### src/rtl/out_seq_pkg.sv
// ============================================================================
// Module  : out_seq_pkg
// Brief   : State encodings and sizing helpers for the output-layer sequencer.
// Revision: 1.0
// ============================================================================
`default_nettype none

package out_seq_pkg;

    localparam logic [2:0] C_ST_IDLE   = 3'd0;
    localparam logic [2:0] C_ST_LOAD   = 3'd1;
    localparam logic [2:0] C_ST_COMMIT = 3'd2;
    localparam logic [2:0] C_ST_WAIT   = 3'd3;
    localparam logic [2:0] C_ST_DONE   = 3'd4;

    typedef enum logic [2:0] {
        IDLE   = C_ST_IDLE,
        LOAD   = C_ST_LOAD,
        COMMIT = C_ST_COMMIT,
        WAIT   = C_ST_WAIT,
        DONE   = C_ST_DONE
    } state_t;

    // Weights of every perceptron followed by one bias per perceptron.
    function automatic int num_words(input int num_input, input int num_pctn);
        return num_pctn * (num_input + 1);
    endfunction

    function automatic int cnt_width(input int num_input, input int num_pctn);
        return $clog2(num_words(num_input, num_pctn) + 1);
    endfunction

endpackage

`default_nettype wire

### src/rtl/out_param_buf.sv
// ============================================================================
// Module  : out_param_buf
// Brief   : Word-indexed parameter register file feeding the weight/bias buses.
// Revision: 1.0
// ============================================================================
`default_nettype none

module out_param_buf
    import out_seq_pkg::*;
#(
    parameter int NUM_INPUT = 3,
    parameter int NUM_PCTN  = 2,
    parameter int WIDTH     = 32,
    parameter int CNT_W     = 4
) (
    input  logic                              clk,
    input  logic                              rst,
    input  logic                              we,
    input  logic [CNT_W-1:0]                  idx,
    input  logic [WIDTH-1:0]                  wr_data,
    output logic [NUM_PCTN*NUM_INPUT*WIDTH-1:0] weights,
    output logic [NUM_PCTN*WIDTH-1:0]         biases
);

    localparam int NUM_WORDS = num_words(NUM_INPUT, NUM_PCTN);
    localparam int NUM_W     = NUM_PCTN * NUM_INPUT;

    logic [WIDTH-1:0] words [NUM_WORDS];

    generate
        for (genvar k = 0; k < NUM_WORDS; k++) begin : g_word
            always_ff @(posedge clk) begin
                if (!rst) begin
                    words[k] <= '0;
                end else if (we && (idx == CNT_W'(k))) begin
                    words[k] <= wr_data;
                end
            end
        end

        // Word index p*NUM_INPUT+i lands in weight slot i of perceptron p.
        for (genvar k = 0; k < NUM_W; k++) begin : g_wmap
            assign weights[k*WIDTH +: WIDTH] = words[k];
        end

        for (genvar p = 0; p < NUM_PCTN; p++) begin : g_bmap
            assign biases[p*WIDTH +: WIDTH] = words[NUM_W + p];
        end
    endgenerate

endmodule

`default_nettype wire

### src/rtl/out_seq_ctrl.sv
// ============================================================================
// Module  : out_seq_ctrl
// Brief   : Loads a streamed parameter set, strobes the layer, captures its
//           activations. Define OUT_SEQ_CTRL_ABORT_EN to add the i_abort path.
// Revision: 1.0
// ============================================================================
`default_nettype none

module out_seq_ctrl
    import out_seq_pkg::*;
#(
    parameter int NUM_INPUT = 3,
    parameter int NUM_PCTN  = 2,
    parameter int WIDTH     = 32,
    parameter int LAT       = 2
) (
    input  logic                                clk,
    input  logic                                rst,
`ifdef OUT_SEQ_CTRL_ABORT_EN
    input  logic                                i_abort,
`endif
    input  logic                                i_start,
    input  logic                                s_valid,
    output logic                                s_ready,
    input  logic [WIDTH-1:0]                    s_data,
    output logic [NUM_PCTN*NUM_INPUT*WIDTH-1:0] o_w,
    output logic [NUM_PCTN*WIDTH-1:0]           o_b,
    output logic                                o_wr,
    input  logic [NUM_PCTN*WIDTH-1:0]           i_a,
    output logic [NUM_PCTN*WIDTH-1:0]           o_a,
    output logic                                o_done,
    output logic                                o_busy
);

    localparam int NUM_WORDS = num_words(NUM_INPUT, NUM_PCTN);
    localparam int CNT_W     = cnt_width(NUM_INPUT, NUM_PCTN);
    localparam int LAT_W     = $clog2(LAT + 1);

    state_t             state, state_nxt;
    logic [CNT_W-1:0]   cnt, cnt_nxt;
    logic [LAT_W-1:0]   lat, lat_nxt;
    logic               wr_en;
    logic               capture;
    logic               abort;

`ifdef OUT_SEQ_CTRL_ABORT_EN
    assign abort = i_abort;
`else
    assign abort = 1'b0;
`endif

    always_ff @(posedge clk) begin
        if (!rst) begin
            state <= IDLE;
            cnt   <= '0;
            lat   <= '0;
            o_a   <= '0;
        end else begin
            state <= state_nxt;
            cnt   <= cnt_nxt;
            lat   <= lat_nxt;
            if (capture) begin
                o_a <= i_a;
            end
        end
    end

    always_comb begin
        state_nxt = state;
        cnt_nxt   = cnt;
        lat_nxt   = lat;
        s_ready   = 1'b0;
        wr_en     = 1'b0;
        capture   = 1'b0;
        o_wr      = 1'b0;
        o_done    = 1'b0;
        case (state)
            IDLE: begin
                if (i_start) begin
                    state_nxt = LOAD;
                    cnt_nxt   = '0;
                end
            end
            LOAD: begin
                // Abort wins over an in-flight word, so nothing is accepted that cycle.
                if (abort) begin
                    state_nxt = IDLE;
                end else begin
                    s_ready = 1'b1;
                    if (s_valid) begin
                        wr_en   = 1'b1;
                        cnt_nxt = cnt + 1'b1;
                        if (cnt == CNT_W'(NUM_WORDS - 1)) begin
                            state_nxt = COMMIT;
                        end
                    end
                end
            end
            COMMIT: begin
                o_wr      = 1'b1;
                lat_nxt   = LAT_W'(LAT - 1);
                state_nxt = WAIT;
            end
            WAIT: begin
                if (abort) begin
                    state_nxt = IDLE;
                end else if (lat == '0) begin
                    capture   = 1'b1;
                    state_nxt = DONE;
                end else begin
                    lat_nxt = lat - 1'b1;
                end
            end
            DONE: begin
                o_done    = 1'b1;
                state_nxt = IDLE;
            end
            default: state_nxt = IDLE;
        endcase
    end

    assign o_busy = (state != IDLE);

    out_param_buf #(
        .NUM_INPUT (NUM_INPUT),
        .NUM_PCTN  (NUM_PCTN),
        .WIDTH     (WIDTH),
        .CNT_W     (CNT_W)
    ) u_param_buf (
        .clk     (clk),
        .rst     (rst),
        .we      (wr_en),
        .idx     (cnt),
        .wr_data (s_data),
        .weights (o_w),
        .biases  (o_b)
    );

endmodule

`default_nettype wire
### config.mk
export PLATFORM = sky130hd
export DESIGN_NAME = out_seq_ctrl
export DESIGN_NICKNAME = d
export VERILOG_FILES = /design/src/rtl/out_seq_pkg.sv /design/src/rtl/out_param_buf.sv /design/src/rtl/out_seq_ctrl.sv
export SDC_FILE = /design/constraint.sdc
export NUM_CORES = 1
export LEC_CHECK = 0
export CAP_MARGIN = 10
export CORE_MARGIN = 3
export CORE_UTILIZATION = 35
export CTS_CLUSTER_DIAMETER = 60
export DETAILED_ROUTE_END_ITERATION = 10
export GPL_TIMING_DRIVEN = 0
export PLACE_DENSITY = 0.71
export SYNTH_ARGS = -nofsm -noshare
export SYNTH_HDL_FRONTEND = slang
export SYNTH_HIERARCHICAL = 1
export SYNTH_SLANG_ARGS = --single-unit
### constraint.sdc
create_clock -name clk -period 5.09 [get_ports clk]
set_clock_uncertainty 0.2 [all_clocks]
set_input_delay 1.2725 -clock clk [delete_from_list [all_inputs] [get_ports clk]]
set_output_delay 1.2725 -clock clk [all_outputs]
set_load 0.005 [all_outputs]
# Word level (Yosys, flattened, before mapping)
# Memory sizes are Yosys's and may differ from the RTL's.
# Index checks and enable logic that the tools add are counted.
dict set report totals {
  mem_bits_rw 256
  inputBits 100
  out_inout_bits 324
  register_bits 73
  elab_cells 98
  memories 1
}
dict set report classes {
  addsub 2
  eq_ne 16
  mux 50
  reduce_logical 17
  n_bitwise 8
}
# memory words word_bits read_ports rd_ports_with_merged_regs wr line
set mem_list {}
lappend mem_list {u_param_buf.words 8 32 8 0 8 out_param_buf.sv:28} ;# logic [WIDTH-1:0] words [NUM_WORDS];
# op count
set ops {}
lappend ops {{32-bit 2-to-1 mux} 8}
lappend ops {{1-bit 2-to-1 mux} 32}
lappend ops {{4-bit by 3-bit equality test with 1-bit output, second input constant} 4}
lappend ops {{3-bit 2-to-1 mux} 4}
lappend ops {{3-bit case mux with 4 select lines} 1}
lappend ops {{2-bit != test, second input constant} 5}
lappend ops {{4-bit by 2-bit equality test with 1-bit output, second input constant} 2}
lappend ops {{1-bit logical AND} 8}
lappend ops {{4-bit 2-to-1 mux} 2}
lappend ops {{1-bit OR} 8}
lappend ops {{4-bit case mux with 2 select lines} 1}
lappend ops {{3-bit by 2-bit equality test with 1-bit output, second input constant} 2}
lappend ops {{4-bit by 1-bit adder with 4-bit output, second input constant} 1}
lappend ops {{4-bit by 1-bit equality test with 1-bit output, second input constant} 1}
lappend ops {{4-bit zero test} 1}
lappend ops {{2-bit case mux with 2 select lines} 1}
lappend ops {{4-bit AND reduction} 1}
lappend ops {{2-bit nonzero test} 2}
lappend ops {{3-bit by 1-bit equality test with 1-bit output, second input constant} 1}
lappend ops {{3-bit equality test, second input constant} 1}
lappend ops {{3-bit zero test} 1}
lappend ops {{3-bit AND reduction} 1}
lappend ops {{3-bit nonzero test} 1}
lappend ops {{2-bit zero test} 1}
lappend ops {{other kinds (3)} 3}

# Depth between registers and ports, before layout
# Gate-level depths: netlist of the first run.
dict set report logic_depth {
  ltp_word 7
  depth_mapped 7
  ltp_nobuf 5
}

# Cells and area by module
# Netlist of the first run, hierarchy kept.
# module cells_each instances area_per_inst_um2 seq_area_each_um2
set by_module_without_submodules {}
lappend by_module_without_submodules {out_param_buf 616 1 10247.3 7687.4}
lappend by_module_without_submodules {out_seq_ctrl 334 1 2742.6 1461.4}

# Worst setup path before layout of the first run
# No wires, ideal clock.
dict set report synth_path {
  path_kind {input to register}
  startpoint {input s_valid}
  endpoint {memory u_param_buf.words[1][0], in the netlist u_param_buf/words[0][32] (enable)}
  setup_time_ns 0.466
  setup_slack_ns 0.138
  cell_stages 4
  t_arrival_ns 4.286
  t_required_ns 4.424
  n_path_buf 1
  cell_sequence {and2_1 > or3b_1 > buf_4 > o21ai_0}
}
# element line
set synth_lines {}
lappend synth_lines {{start: declaration} out_seq_ctrl.sv:23} ;# input logic s_valid,
lappend synth_lines {{end: declaration} out_param_buf.sv:28}

==> results of run 1 <==
state kept, by name (all words and copies together), names as in the netlist:
| register | count |
|---|---|
| cnt | 4 |
| lat | 2 |
| o_a | 64 |
| state | 3 |
| u_param_buf/words | 256 |
worst min path at each step:
stage,from,depth (start not counted),endpoint,slack (ps)
floorplan,lat[0],1,lat[0],240
global placement,o_a[1],2,o_a[1],240
detailed placement,o_a[5],2,o_a[5],250
CTS,o_a[5],2,o_a[5],250
global route,o_a[53],2,o_a[53],270
finish,o_a[1],2,o_a[1],250
power groups by stage:
stage	Sequential [mW]	Clock, mW	Combinational [mW]
2_1_floorplan	3.09	0	0.231
3_3_place_gp	3.10	0	0.628
3_5_place_dp	3.08	0	0.666
4_1_cts	3.03	2.77	0.670
5_1_grt	3.03	2.88	0.701
6_report	3.02	2.70	0.664
layer usage:
| layer | vias to the layer above | GRT usage | routed length [um] |
|---|---|---|---|
| met4 | 2 | 0.0778 | 1580 |
| met2 | 590 | 0.383 | 21900 |
| met5 | - | 0 | 13 |
| met1 | 4738 | 0.241 | 15400 |
| li1 | 4379 | - | - |
| met3 | 90 | 0.0650 | 4640 |
worst min-delay path: cells and delay by family (launching register included):
family,cells,cell delay [ps]
and+or+nand+nor,1,50
AOI/OAI and AO/OA,1,50
DFF,1,300
layout make-up:
cell class / instances / share of cell area
clock buffers: 51 / 0.0557
multi-input cells: 506 / 0.166
flip-flops and latches: 329 / 0.473
repair buffers: 431 / 0.230
plain buffers: 80 / 0.0306
clock inverters: 19 / 0.00892
inverters: 35 / 0.00679
well taps: 461 / 0.0298
cell usage after synthesis (11+ instances only):
master      n  area share
buf_4      11      0.0064
a21oi_1    68       0.026
buf_12     11       0.017
dfxtp_1    73        0.11
nor3_1    138       0.053
edfxtp_1  256        0.59
buf_2      15      0.0058
buf_1      11      0.0032
clkbuf_1   25      0.0072
nor3_2    121       0.093
nand2_1   129       0.037
clkinv_1   32      0.0092
per-stage QoR:
stage                     hold WS [ps]  setup TNS, ps  setup slack, ps
final                              253              0             1180
after floorplan                    243              0              138
after global placement             242        -597040            -2620
after CTS                          254              0             1190
after detailed placement           246              0              641
after global routing               271              0             1080
cell families after synthesis:
| family | synth area share |
|---|---|
| simple gates | 0.200 |
| flops | 0.704 |
| buf+inv | 0.0557 |
| compound gates | 0.0367 |
| fa+ha+maj | 0.00193 |
| xor+xnor | 0.000674 |
| mux | 0.000771 |
==> flow_metrics.py, run 1 <==
metrics = {
    "grt": {
        "grt_max_degree": 23,
        "grt_util_all_layers": 0.214,
        "grt_pass1_wl_um": 62700,
        "antenna_found_initial": 1,
        "first_global_vias": 10100,
        "grt.overflow.total": 0,
    },
    "cts": {
        "postCtsHoldBufs": 0,
        "root_buffer": "clkbuf_16",
        "cts_tree": "yes",
        "clk_latency_ps": 520,
        "ctsResizeCount": 0,
        "cts_sinks": 329,
        "clk_pin_slew_ps": 60,
        "clockBufferDepth": 3,
        "h-tree-depth": 2,
        "cts-buffers-inserted": 39,
        "post_cts_buffers": 0,
    },
    "die": {
        "fp.dieW_um": 199,
        "rows": 69,
        "io_pins": 424,
        "die_h_um": 199,
        "core-area_um2": 36100,
        "die_area_um2": 39500,
        "initial_core_util": 0.360,
    },
    "setup_path": {
        "rrSetupSlack_ps": 1980,
        "cp.required_ps": 5120,
        "startpoint": "rst",
        "path_delay_family": "buffers and inverters",
        "critPathSlowestCell": "clkdlybuf4s50_1",
        "cpPeakStageDelay_ps": 1010,
        "rr_worst_depth": 6,
        "reg2reg_from": "state[0]",
        "crit_type": "input port to register",
        "r2r-end": "u_param_buf/words[0][117]",
        "endpoint": "u_param_buf/words[1][118]",
        "crit_buf_inv": 3,
        "critPathArrivalTime_ps": 3940,
        "worstSetupPathDepth": 5,
        "cp-start-kind": "input port",
        "cp_cell_sequence": "clkdlybuf4s50_1 > nand3b_1 > clkbuf_1 > clkbuf_1 > nor3_1",
        "cp_max_fo": 16,
        "worst_setup_path_end_kind": "register",
        "crit_top_cell": "clkbuf_1",
    },
    "layout": {
        "multi_input_area_um2": 3210,
        "register_area_um2": 9150,
        "final_cells": 1912,
        "mostFrequentLayoutCells": "clkdlybuf4s50_1, edfxtp_1, nor3_1",
        "mostFrequentLayoutCell": "clkdlybuf4s50_1",
        "fin_util": 0.536,
        "antenna_cells": 0,
        "nFillCells": 3039,
        "design_area_um2": 19400,
        "fin_nets": 1524,
        "area_growth_pct": 49.0,
        "drive_gt1_frac": 0.170,
    },
    "sta": {
        "final_hold_viol_count": 0,
        "maxSlewHeadroom": 0.231,
        "period_share": 0.768,
        "slew_violations": 0,
        "final.min_clock_period_ps": 3910,
        "fmax_ghz": 0.256,
        "max_slew.worst_pin.slew_ps": 1150,
        "rsz0062_at_grt": "no",
        "setup_violations": 0,
    },
    "placed_design": {
        "dp.cells": 1842,
        "portBuffers": 423,
        "post-dp-hpwl_um": 32000,
        "postPlaceCellArea_um2": 18100,
        "finalWeightedCongestion": 0.861,
    },
    "synthesis": {
        "synth-edff-count": 256,
        "yosysWarnings": 6,
        "ys_types": 44,
        "postSynthCellCount": 950,
        "yosysSeqAreaShare": 0.704,
        "synth.avg_cell_area_um2": 13.7,
        "ys_ff_latch": 329,
        "async_reset_ff_frac": 0,
        "ys.flop_type": "edfxtp_1",
        "syn_nets": 1052,
        "netlist_area_um2": 13000,
    },
    "power": {
        "ir_drop_v": 0.000249,
        "report.power.total_mw": 6.39,
        "p_leak_nw": 6.28,
        "p_sw_mw": 1.48,
        "combPwrFrac": 0.104,
        "p_int_mw": 4.91,
        "pwr-share-seq": 0.473,
        "netSwitchingFraction": 0.231,
        "p_per_area_nw_per_um2": 330,
        "clkPwrFrac": 0.423,
    },
    "detailed_routing": {
        "antenna_left": 0,
        "avgViaCountPerCell": 5.13,
        "wirelength_um": 43500,
        "route.vias.total": 9799,
        "wl_per_cell_um": 22.8,
        "drc": 0,
        "dr.pass1.iters": 5,
        "drt_iter0_drc": 554,
    },
    "run_status": {
        "outcome": "finished, final reports clean",
    },
    "worst_hold_path": {
        "hp-class": "register to register",
    },
    "flow_run": {
        "maxCapViolations": 0,
    },
}
Note: power is estimated with default switching activity, not from simulation.
==> inputs of run 2 (changes only) <==
--- a/config.mk
+++ b/config.mk
@@ -11,7 +11,7 @@
 export CTS_CLUSTER_DIAMETER = 60
 export DETAILED_ROUTE_END_ITERATION = 10
 export GPL_TIMING_DRIVEN = 0
-export PLACE_DENSITY = 0.71
+export PLACE_DENSITY = 0.69
 export SYNTH_ARGS = -nofsm -noshare
 export SYNTH_HDL_FRONTEND = slang
 export SYNTH_HIERARCHICAL = 1
==> constraint.sdc (replaced) <==
create_clock -name clk -period 3.8 [get_ports clk]
set_clock_uncertainty 0.2 [all_clocks]
set_input_delay 0.95 -clock clk [delete_from_list [all_inputs] [get_ports clk]]
set_output_delay 0.95 -clock clk [all_outputs]
set_load 0.005 [all_outputs]
==> flow_metrics.py, run 2 (synthesis results as in run 1) <==
metrics = {
    "sta": {
        "max_slew.worst_pin.slew_ps": 1150,
        "maxSlewHeadroom": 0.228,
        "fin_hold_ws_ps": 253,
        "period_share": 0.919,
        "final_hold_viol_count": 0,
        "slew_violations": 0,
        "setup_violations": 0,
        "rsz0062_at_grt": "no",
        "setup_tns_ps": 0,
        "final.min_clock_period_ps": 3490,
        "fmax_ghz": 0.286,
    },
    "die": {
        "core-area_um2": 36100,
        "io_pins": 424,
        "initial_core_util": 0.360,
        "rows": 69,
        "fp.dieW_um": 199,
        "die_area_um2": 39500,
        "die_h_um": 199,
    },
    "setup_path": {
        "cpPeakStageDelay_ps": 1000,
        "cp_max_fo": 16,
        "worst_setup_path_end_kind": "register",
        "cp.required_ps": 3840,
        "critPathArrivalTime_ps": 3530,
        "crit_top_cell": "clkbuf_1",
        "crit_type": "input port to register",
        "critPathSlowestCell": "clkdlybuf4s50_1",
        "cp_cell_sequence": "clkdlybuf4s50_1 > nand3b_1 > clkbuf_1 > clkbuf_1 > nor3_1",
        "cp-start-kind": "input port",
    },
    "grt": {
        "grt.overflow.total": 0,
        "antenna_found_initial": 0,
        "first_global_vias": 9924,
        "grt_util_all_layers": 0.215,
        "grt_pass1_wl_um": 62900,
        "grt_max_degree": 25,
    },
    "layout": {
        "area_growth_pct": 48.3,
        "top_regs": "u_param_buf/words: 256 flops, o_a: 64 flops, cnt: 4 flops",
        "mostFrequentLayoutCell": "clkdlybuf4s50_1",
        "mostFrequentLayoutCells": "clkdlybuf4s50_1, edfxtp_1, nor3_1",
        "largest_reg_flops": 256,
        "antenna_cells": 0,
        "drive_gt1_frac": 0.171,
        "regMostFlops": "u_param_buf/words",
        "nFillCells": 3040,
        "fin_nets": 1523,
    },
    "power": {
        "ir_drop_v": 0.000328,
        "p_leak_nw": 6.23,
        "report.power.total_mw": 8.37,
        "p_per_area_nw_per_um2": 434,
    },
    "cts": {
        "ctsResizeCount": 0,
        "h-tree-depth": 2,
        "post_cts_buffers": 0,
        "clk_pin_slew_ps": 60,
        "cts-buffers-inserted": 38,
        "clockBufferDepth": 3,
        "clk_latency_ps": 530,
        "cts_sinks": 329,
        "root_buffer": "clkbuf_16",
        "postCtsHoldBufs": 0,
        "cts_tree": "yes",
    },
    "detailed_routing": {
        "drt_iter0_drc": 540,
        "wirelength_um": 43700,
        "drc": 0,
        "route.vias.total": 9693,
        "avgViaCountPerCell": 5.07,
        "dr.pass1.iters": 5,
        "wl_per_cell_um": 22.9,
        "antenna_left": 0,
    },
    "worst_hold_path": {
        "hp-class": "register to register",
    },
    "run_status": {
        "outcome": "finished, final reports clean",
    },
    "placed_design": {
        "finalWeightedCongestion": 0.836,
        "portBuffers": 423,
        "post-dp-hpwl_um": 32400,
    },
    "flow_run": {
        "maxCapViolations": 0,
    },
}
[run 2: cell count changes in the layout (fill, tap and decap cells not counted)]
| cell | delta |
|---|---|
| buf_16 | -1 |
| clkbuf_1 | +1 |
| clkbuf_16 | -3 |
| clkinv_2 | +5 |
| inv_6 | +1 |
| bufinv_16 | -1 |
| buf_12 | +1 |
| clkbuf_4 | -1 |
| clkinv_1 | -4 |
| inv_8 | -1 |
| clkinvlp_4 | +2 |
[run 2: worst max-delay path: cells and delay by family]
kind                   cells  cell delay (ps)
buffers and inverters      3             2080
and+or+nand+nor            2              470
[run 2: layout make-up]
type,count,area (um2),area share
well taps,461,577,0.0299
multi-input cells,506,3210,0.167
flip-flops and latches,329,9150,0.475
plain buffers,80,592,0.0307
inverters,35,131,0.00682
clock buffers,48,998,0.0518
repair buffers,431,4440,0.230
clock inverters,21,165,0.00858
[run 2: final timing paths]
kind | start | endpoint | slack [ps] | cells past startpoint
setup / recovery | rst | u_param_buf/words[1][120] | 310 | 5
hold / removal | o_a[39] | o_a[39] | 250 | 2
setup reg to reg | state[0] | u_param_buf/words[0][120] | 690 | 6
hold reg to reg | o_a[39] | o_a[39] | 250 | 2
[run 2: layer usage]
layer,part of all wire,vias to the layer above,global-route usage
met5,0,-,0
met4,0.033,0,0.0752
met3,0.098,81,0.0666
met2,0.50,540,0.381
met1,0.37,4694,0.247
li1,-,4378,-
[run 2: through the flow]
| stage | std cells | worst slack (ps) | util | area, um2 |
|---|---|---|---|---|
| 2_1_floorplan | 950 | -580 | - | 13000 |
| 5_1_grt | 1911 | 217 | 0.534 | 19300 |
| 6_report | 1911 | 308 | 0.534 | 19300 |
| 3_5_place_dp | 1842 | -223 | 0.501 | 18100 |
| 4_1_cts | 1911 | 334 | 0.534 | 19300 |
| 3_3_place_gp | 1834 | -3490 | 0.493 | 17800 |
[run 2: power breakdown]
group          internal [mW]  switching (mW)  leakage [nW]
clock network           1.95            1.47         0.573
registers               4.00          0.0520          3.24
logic                  0.425           0.462          2.42
==> inputs of run 3 (changes only) <==
==> constraint.sdc (replaced) <==
create_clock -name clk -period 3.9 [get_ports clk]
set_clock_uncertainty 0.2 [all_clocks]
set_input_delay 0.78 -clock clk [delete_from_list [all_inputs] [get_ports clk]]
set_output_delay 0.78 -clock clk [all_outputs]
set_load 0.005 [all_outputs]
==> results of run 3 <==
The final DEF is identical to that of run 2. Status: finished, final reports clean.
Main changes from that run: setup slack after placement -223 ps -> 46.7 ps; setup slack after layout 308 ps -> 578 ps; register-to-register setup slack 690 ps -> 790 ps; total power 8.37 mW -> 8.15 mW; worst IR drop on VDD 0.000328 V -> 0.000320 V
